### src/rtl/debug_tx_arbiter.sv
// Packet-locked round-robin arbiter sharing the UART TX FIFO write port between two byte streamers.
// Optional packet counters are enabled by defining ARB_PACKET_COUNT_EN.
module debug_tx_arbiter #(
    parameter int DATA_WIDTH     = 8,
    parameter int TIMEOUT_CYCLES = 255
) (
    input  logic                  clock,
    input  logic                  reset,
    input  logic                  req0Valid,
    input  logic [DATA_WIDTH-1:0] req0Data,
    input  logic                  req0Last,
    output logic                  req0Ready,
    input  logic                  req1Valid,
    input  logic [DATA_WIDTH-1:0] req1Data,
    input  logic                  req1Last,
    output logic                  req1Ready,
    input  logic                  fifoAlmostFull,
    output logic [DATA_WIDTH-1:0] dataToUartOutFifo,
    output logic                  writeFifoFlag,
    output logic [1:0]            grant,
    output logic                  timeoutPulse,
    output logic [7:0]            packetCount0,
    output logic [7:0]            packetCount1
);

    localparam int CW = $clog2(TIMEOUT_CYCLES + 1);

    typedef enum logic [1:0] {IDLE, OWN0, OWN1} state_t;

    state_t                state, state_next;
    logic                  last_served, last_served_next;
    logic [CW-1:0]         idle_cnt, idle_cnt_next, idle_cnt_inc;
    logic                  owner_valid, owner_last, accept, idle_tick, timeout;
    logic [DATA_WIDTH-1:0] owner_data;

    // Datapath view of whichever requester currently owns the port.
    always_comb begin
        owner_valid = 1'b0;
        owner_last  = 1'b0;
        owner_data  = '0;
        req0Ready   = 1'b0;
        req1Ready   = 1'b0;
        case (state)
            OWN0: begin
                owner_valid = req0Valid;
                owner_last  = req0Last;
                owner_data  = req0Data;
                req0Ready   = !fifoAlmostFull;
            end
            OWN1: begin
                owner_valid = req1Valid;
                owner_last  = req1Last;
                owner_data  = req1Data;
                req1Ready   = !fifoAlmostFull;
            end
            default: ;
        endcase
        accept       = owner_valid && !fifoAlmostFull;
        // Only a silent owner counts; stalls under backpressure never time out.
        idle_tick    = (state != IDLE) && !owner_valid;
        idle_cnt_inc = idle_cnt + CW'(1);
        timeout      = idle_tick && (idle_cnt_inc == CW'(TIMEOUT_CYCLES));
    end

    // NOTE: every variable gets a default before the case so no latch is inferred.
    always_comb begin
        state_next       = state;
        last_served_next = last_served;
        idle_cnt_next    = idle_cnt;
        case (state)
            IDLE: begin
                idle_cnt_next = '0;
                if (req0Valid && (!req1Valid || last_served))
                    state_next = OWN0;
                else if (req1Valid)
                    state_next = OWN1;
            end
            OWN0, OWN1: begin
                if (accept) begin
                    idle_cnt_next = '0;
                    if (owner_last) begin
                        state_next       = IDLE;
                        last_served_next = (state == OWN1);
                    end
                end else if (timeout) begin
                    idle_cnt_next    = '0;
                    state_next       = IDLE;
                    last_served_next = (state == OWN1);
                end else if (idle_tick) begin
                    idle_cnt_next = idle_cnt_inc;
                end
            end
            default: begin
                state_next    = IDLE;
                idle_cnt_next = '0;
            end
        endcase
    end

    // NOTE: sequential state uses non-blocking assignments so all flops update together.
    always_ff @(posedge clock or negedge reset) begin
        if (!reset) begin
            state             <= IDLE;
            last_served       <= 1'b1;
            idle_cnt          <= '0;
            writeFifoFlag     <= 1'b0;
            dataToUartOutFifo <= '0;
        end else begin
            state         <= state_next;
            last_served   <= last_served_next;
            idle_cnt      <= idle_cnt_next;
            writeFifoFlag <= accept;
            if (accept)
                dataToUartOutFifo <= owner_data;
        end
    end

    assign grant        = {state == OWN1, state == OWN0};
    assign timeoutPulse = timeout;

`ifdef ARB_PACKET_COUNT_EN
    logic [7:0] pkt_cnt0, pkt_cnt1;

    always_ff @(posedge clock or negedge reset) begin
        if (!reset) begin
            pkt_cnt0 <= '0;
            pkt_cnt1 <= '0;
        end else if (accept && owner_last) begin
            if (state == OWN0)
                pkt_cnt0 <= pkt_cnt0 + 8'd1;
            else
                pkt_cnt1 <= pkt_cnt1 + 8'd1;
        end
    end

    assign packetCount0 = pkt_cnt0;
    assign packetCount1 = pkt_cnt1;
`else
    assign packetCount0 = '0;
    assign packetCount1 = '0;
`endif

endmodule
### config.mk
export PLATFORM = sky130hd
export DESIGN_NAME = debug_tx_arbiter
export DESIGN_NICKNAME = d
export VERILOG_FILES = /design/src/rtl/debug_tx_arbiter.sv
export SDC_FILE = /design/constraint.sdc
export NUM_CORES = 1
export LEC_CHECK = 0
export CORE_ASPECT_RATIO = 0.6
export CORE_MARGIN = 4
export CORE_UTILIZATION = 45
export CTS_CLUSTER_DIAMETER = 100
export DETAILED_ROUTE_END_ITERATION = 8
export DONT_BUFFER_PORTS = 1
export SYNTH_ARGS = -nofsm -noshare
export SYNTH_HDL_FRONTEND = slang
export SYNTH_SLANG_ARGS = --single-unit
### constraint.sdc
create_clock -name clock -period 2.93 [get_ports clock]
set_input_delay 0.293 -clock clock [delete_from_list [all_inputs] [get_ports clock]]
set_output_delay 0.293 -clock clock [all_outputs]
set_load 0.005 [all_outputs]
* After elaboration in Yosys (flattened, before gate mapping)
Cells that the tools add are included.
** Storage, ports and cells
- Register bits after elaboration :: 20
- Word-level logic and storage cells :: 46
** Cells by class
- Add/subtract/negate cells :: 1
- Eq/ne operators :: 8
- Multiplexer cells :: 18
- Reductions and logical operators :: 14
** Operators by type and width (number)
- $mux 8 :: 4
- $pmux 8 s2 :: 1
- $mux 2 :: 5
- $ne 3x3->1 const B :: 3
- $add 8x1->8 const B :: 1
- $eq 8x8->1 const B :: 1
- $reduce_and 3->1 :: 2
- $mux 1 :: 5
- $logic_and 1x1->1 :: 4
- $ne 4x4->1 const B :: 1
- $pmux 1 s2 :: 2
- $pmux 2 s2 :: 1
- $reduce_bool 2->1 :: 2
- $logic_not 1->1 :: 3
- $eq 2x1->1 const B :: 1
- $eq 2x2->1 const B :: 1
- $logic_not 2->1 :: 1
- $ne 2x2->1 const B :: 1
- $reduce_or 2->1 :: 1
- $logic_or 1x1->1 :: 1

* Logic depth before layout (Yosys ltp)
- Word-level depth :: 8
- Gate-level depth with buffers :: 8
- Gate-level depth less buffers :: 8

* Least setup slack after synthesis
Ideal clock, no wire load.
- Kind :: reg-to-reg
- Start :: register state[0]
- End :: register state[0]
- Setup time :: 0.122 ns
- Arrival time :: 1.933 ns
- Required time :: 2.808 ns
- Slack :: 0.875 ns
- Cell stages (with the launch flop) :: 9
- Path buffers :: 0
- Period minus slack after synthesis :: 2.055 ns
- Path through :: dfrtp_1 -> inv_1 -> ha_1 -> a22o_1 -> a21oi_4 -> o2111ai_2 -> o221ai_4 -> nand3_4 -> a32o_1
** On the way
- Cells in the longest elaborated chain, start to end :: 7
- Elaborated cells on any way between the ends :: 17
** Ends and longest elaborated chain
- start: declaration :: RTL line 30 : state_t state, state_next;
- start signal: assignment :: RTL line 109 : state <= state_next;
- $eq 2x2->1 *
- via grant[1] :: RTL line 20 : output logic [1:0] grant,
- $pmux 1 s2 :: RTL line 43 : case (state)
- $logic_not 1->1 :: RTL line 60 : idle_tick = (state != IDLE) && !owner_valid;
- $logic_and 1x1->1 :: RTL line 60
- $logic_and 1x1->1 :: RTL line 62 : timeout = idle_tick && (idle_cnt_inc == CW'(TIMEOUT_CYCLES));
- $ne 3x3->1 (no source line)
- $reduce_and 3->1 (no source line)
Mark *: on every way through the listed nets, which the timed path passes. The rest lies on a longest branch.
A chain may end at the register's enable or synchronous reset.

* Worst setup path after layout
- Start :: register state[1]
- End :: register state[0]
** On the way
- Cells in the longest elaborated chain, start to end :: 7
- Elaborated cells on any way between the ends :: 17
** Ends and longest elaborated chain (RTL line)
- $eq 2x1->1 *
- via grant[0] :: 20
- $pmux 1 s2 :: 43
- $logic_not 1->1 :: 60
- $logic_and 1x1->1 :: 60
- $logic_and 1x1->1 :: 62
- $ne 3x3->1 (no source line)
- $reduce_and 3->1 (no source line)
Marks and branches as above.

==> flow_summary.toml <==
[run_status]
status = "completed"

[logic_synthesis]
avgSynthCellArea_um2 = 9.729
synth_cell_type_count = 42
ys_seq_elements = 20
synth-seq-area-share_pct = 38.48
mappedNetlistArea_um2 = 1304
ys.flop_type = "dfrtp_1"
syn_inst = 134
synth_edf_count = 0
ys_async_sr_fraction_pct = 100.0
yosysWarnings = 0

[global_route]
antenna_found_initial = 0
grt_pass1_vias = 887
grt_max_degree = 21
gr-usage-all-layers_pct = 14.02
grt-ovfl-total = 0
grt_first_pass_wirelength_um = 4257

[pwr]
total_power_uw = 1201
intPower_uw = 711.2
p_leak_uw = 0.0005688
p_per_area_nw_per_um2 = 890.4
ir_drop_mv = 0.4578
clkPwrFrac_pct = 17.3
p_switching_uw = 489.7
power_frac_seq_pct = 37.2
p_sw_share_pct = 40.78
comb_power_share_pct = 45.6

[finish]
areaGrowthSynthToFinish_pct = 3.455
final_common_cell = "dfrtp_1"
final_nets = 166
drive_gt1_share_pct = 14.60
fillers = 253
n_antenna_cell = 0
layout_common_cells = "19 x dfrtp_1, 17 x nor2_1, 16 x conb_1, 10 x nand2_1, 10 x a21oi_1"
utilization_pct = 51.33

[placement]
place_congestion = 0.8255
dp_hpwl_um = 2095
io_buffers = 0
dp_slack_ns = 0.5350

[worst_setup_path]
required_ns = 3.08
crit_type = "reg2reg"
start_kind = "flop"
crit_chain = "inv_1 > ha_1 > a22o_1 > a21oi_4 > o2111ai_2 > o221ai_4 > nand3_4 > a32o_1"
cp_top_family = "compound AO/OA/AOI/OAI gates"
worst-path-max-fanout = 12
crit_path_top_delay_cell = "o221ai_4"
critPathBufInv = 1
cp_data_arrival_time_ns = 2.54
critPathCaptureType = "flop"
max_stage_delay_ns = 0.38

[floorplan]
core_um2 = 2628
initial_core_util_pct = 49.62
die_area_um2 = 3851
boundaryPins = 53
die-height_um = 49.70
die_x_um = 77.49
num_rows = 14

[cts]
htreeDepth = 1
clk_latency_ns = 0.25
cts_tree = "done"
post_cts.repair.setup_buffers = 0
cts_max_path_buffers = 2
clockRootBuffer = "clkbuf_8"
cts.sinks = 20
cts_buffers = 3
clk_pin_slew_ns = 0.07

[routing]
via_per_inst = 5.308
first_iter_violations = 35
dr.pass1.iters = 4
ant_nets = 0
wl_um = 2547
wl_per_cell_um = 15.07
num_vias = 897
drc = 0

[sta]
worst_pin_slew_ns = 0.8752
relSlewSlack_pct = 41.46
slew_violations = 0
finalSetupTns_ns = 0
fin_crit_sh_pct = 81.61
finalHoldViolCount = 0
timing.fmax_mhz = 418.2
fin_ws_ns = 0.5390
worst_hold_slack_ns = 0.2219
min_period_ns = 2.391
rsz0062_at_grt = "no"
setup-violations-final = 0
clock_skew_ns = 0.004047

[worst_hold_path]
hp-class = "in2reg"

[flow_run]
max_cap_violations = 0
## worst reg2reg max path, delay by kind of cell (launching register included)
family	cells	cell delay (ns)
compound gates	5	1.39
flops	1	0.36
fa+ha+maj	1	0.34
simple gates	1	0.11
buf+inv	1	0.08
## metrics by stage
stage               instances  area, um^2
floorplan                 149        1360
global placement          164        1284
detailed placement        164        1284
CTS                       169        1349
global route              169        1349
finish                    169        1349
## synth_stat cells (2+ instances only)
cell type | count | share of area (%)
a21oi_1 | 10 | 3.8
a22oi_1 | 9 | 5.2
and2_1 | 2 | 0.96
buf_4 | 16 | 9.2
clkbuf_1 | 3 | 0.86
dfrtp_1 | 19 | 36
ha_1 | 5 | 4.8
inv_1 | 3 | 0.86
nand2_1 | 10 | 2.9
nand4_1 | 2 | 0.96
nor2_1 | 17 | 4.9
nor2_2 | 2 | 0.96
nor2b_1 | 2 | 0.96
xnor2_1 | 2 | 1.3
xor2_1 | 5 | 3.4
## registers in the layout (all words and copies together), names as in the netlist
register,flops
state,2
writeFifoFlag,1
last_served,1
dataToUartOutFifo,8
idle_cnt,8
## power by group through the flow
stage | combinational (uW) | clock (uW) | sequential (uW)
2_1_floorplan | 465 | 0 | 431
3_3_place_gp | 535 | 0 | 450
3_5_place_dp | 549 | 0 | 454
4_1_cts | 557 | 214 | 449
5_1_grt | 623 | 230 | 460
6_report | 547 | 207 | 446
## routing by layer
layer / part of all wire [%] / track usage, % / wire length [um]
met4: 0 / 2.663 / 0
met5: 0 / 0 / 0
met2: 45 / 22.06 / 1155
met3: 7.9 / 6.000 / 201
met1: 47 / 18.09 / 1190
## area by class of cell
type	instances	area [um^2]	area share (%)
Clock buffer	4	55.05	4.082
Multi-Input combinational cell	107	715.7	53.06
Timing Repair Buffer	3	25.02	1.855
Tap cell	32	40.04	2.968
Inverter	3	11.26	0.8349
Sequential cell	20	501.7	37.20
## final timing paths
check,depth (start not counted),end,slack [ns],startpoint
worst min-delay path,3,state[1],0.22,req0Valid
worst max register to register,8,state[0],0.54,state[1]
worst min register to register,2,idle_cnt[7],0.55,idle_cnt[7]
min in group asynchronous,1,idle_cnt[0],0.59,reset
max in group asynchronous,1,writeFifoFlag,1.79,reset
worst max-delay path,8,state[0],0.54,state[1]
## timing repair
action	in CTS	in global routing
endpoints found under the hold margin	20	0
gates resized for setup	0	0
hold buffers	1	0
## logic make-up (layout without fill, tap and decap cells)
| group | count (synthesis) | in the layout | share of synthesized area (%) |
|---|---|---|---|
| AOI/OAI and AO/OA | 30 | 30 | 20.25 |
| adders and majority gates | 5 | 5 | 4.798 |
| xor gates and xnor gates | 7 | 7 | 4.703 |
| buffers and inverters | 22 | 10 | 10.94 |
| other | 1 | 16 | 0.2876 |
| and+or+nand+nor | 47 | 47 | 18.91 |
| muxes | 2 | 2 | 1.631 |
| DFF | 20 | 20 | 38.48 |
Power figures use the tool's default switching activity.
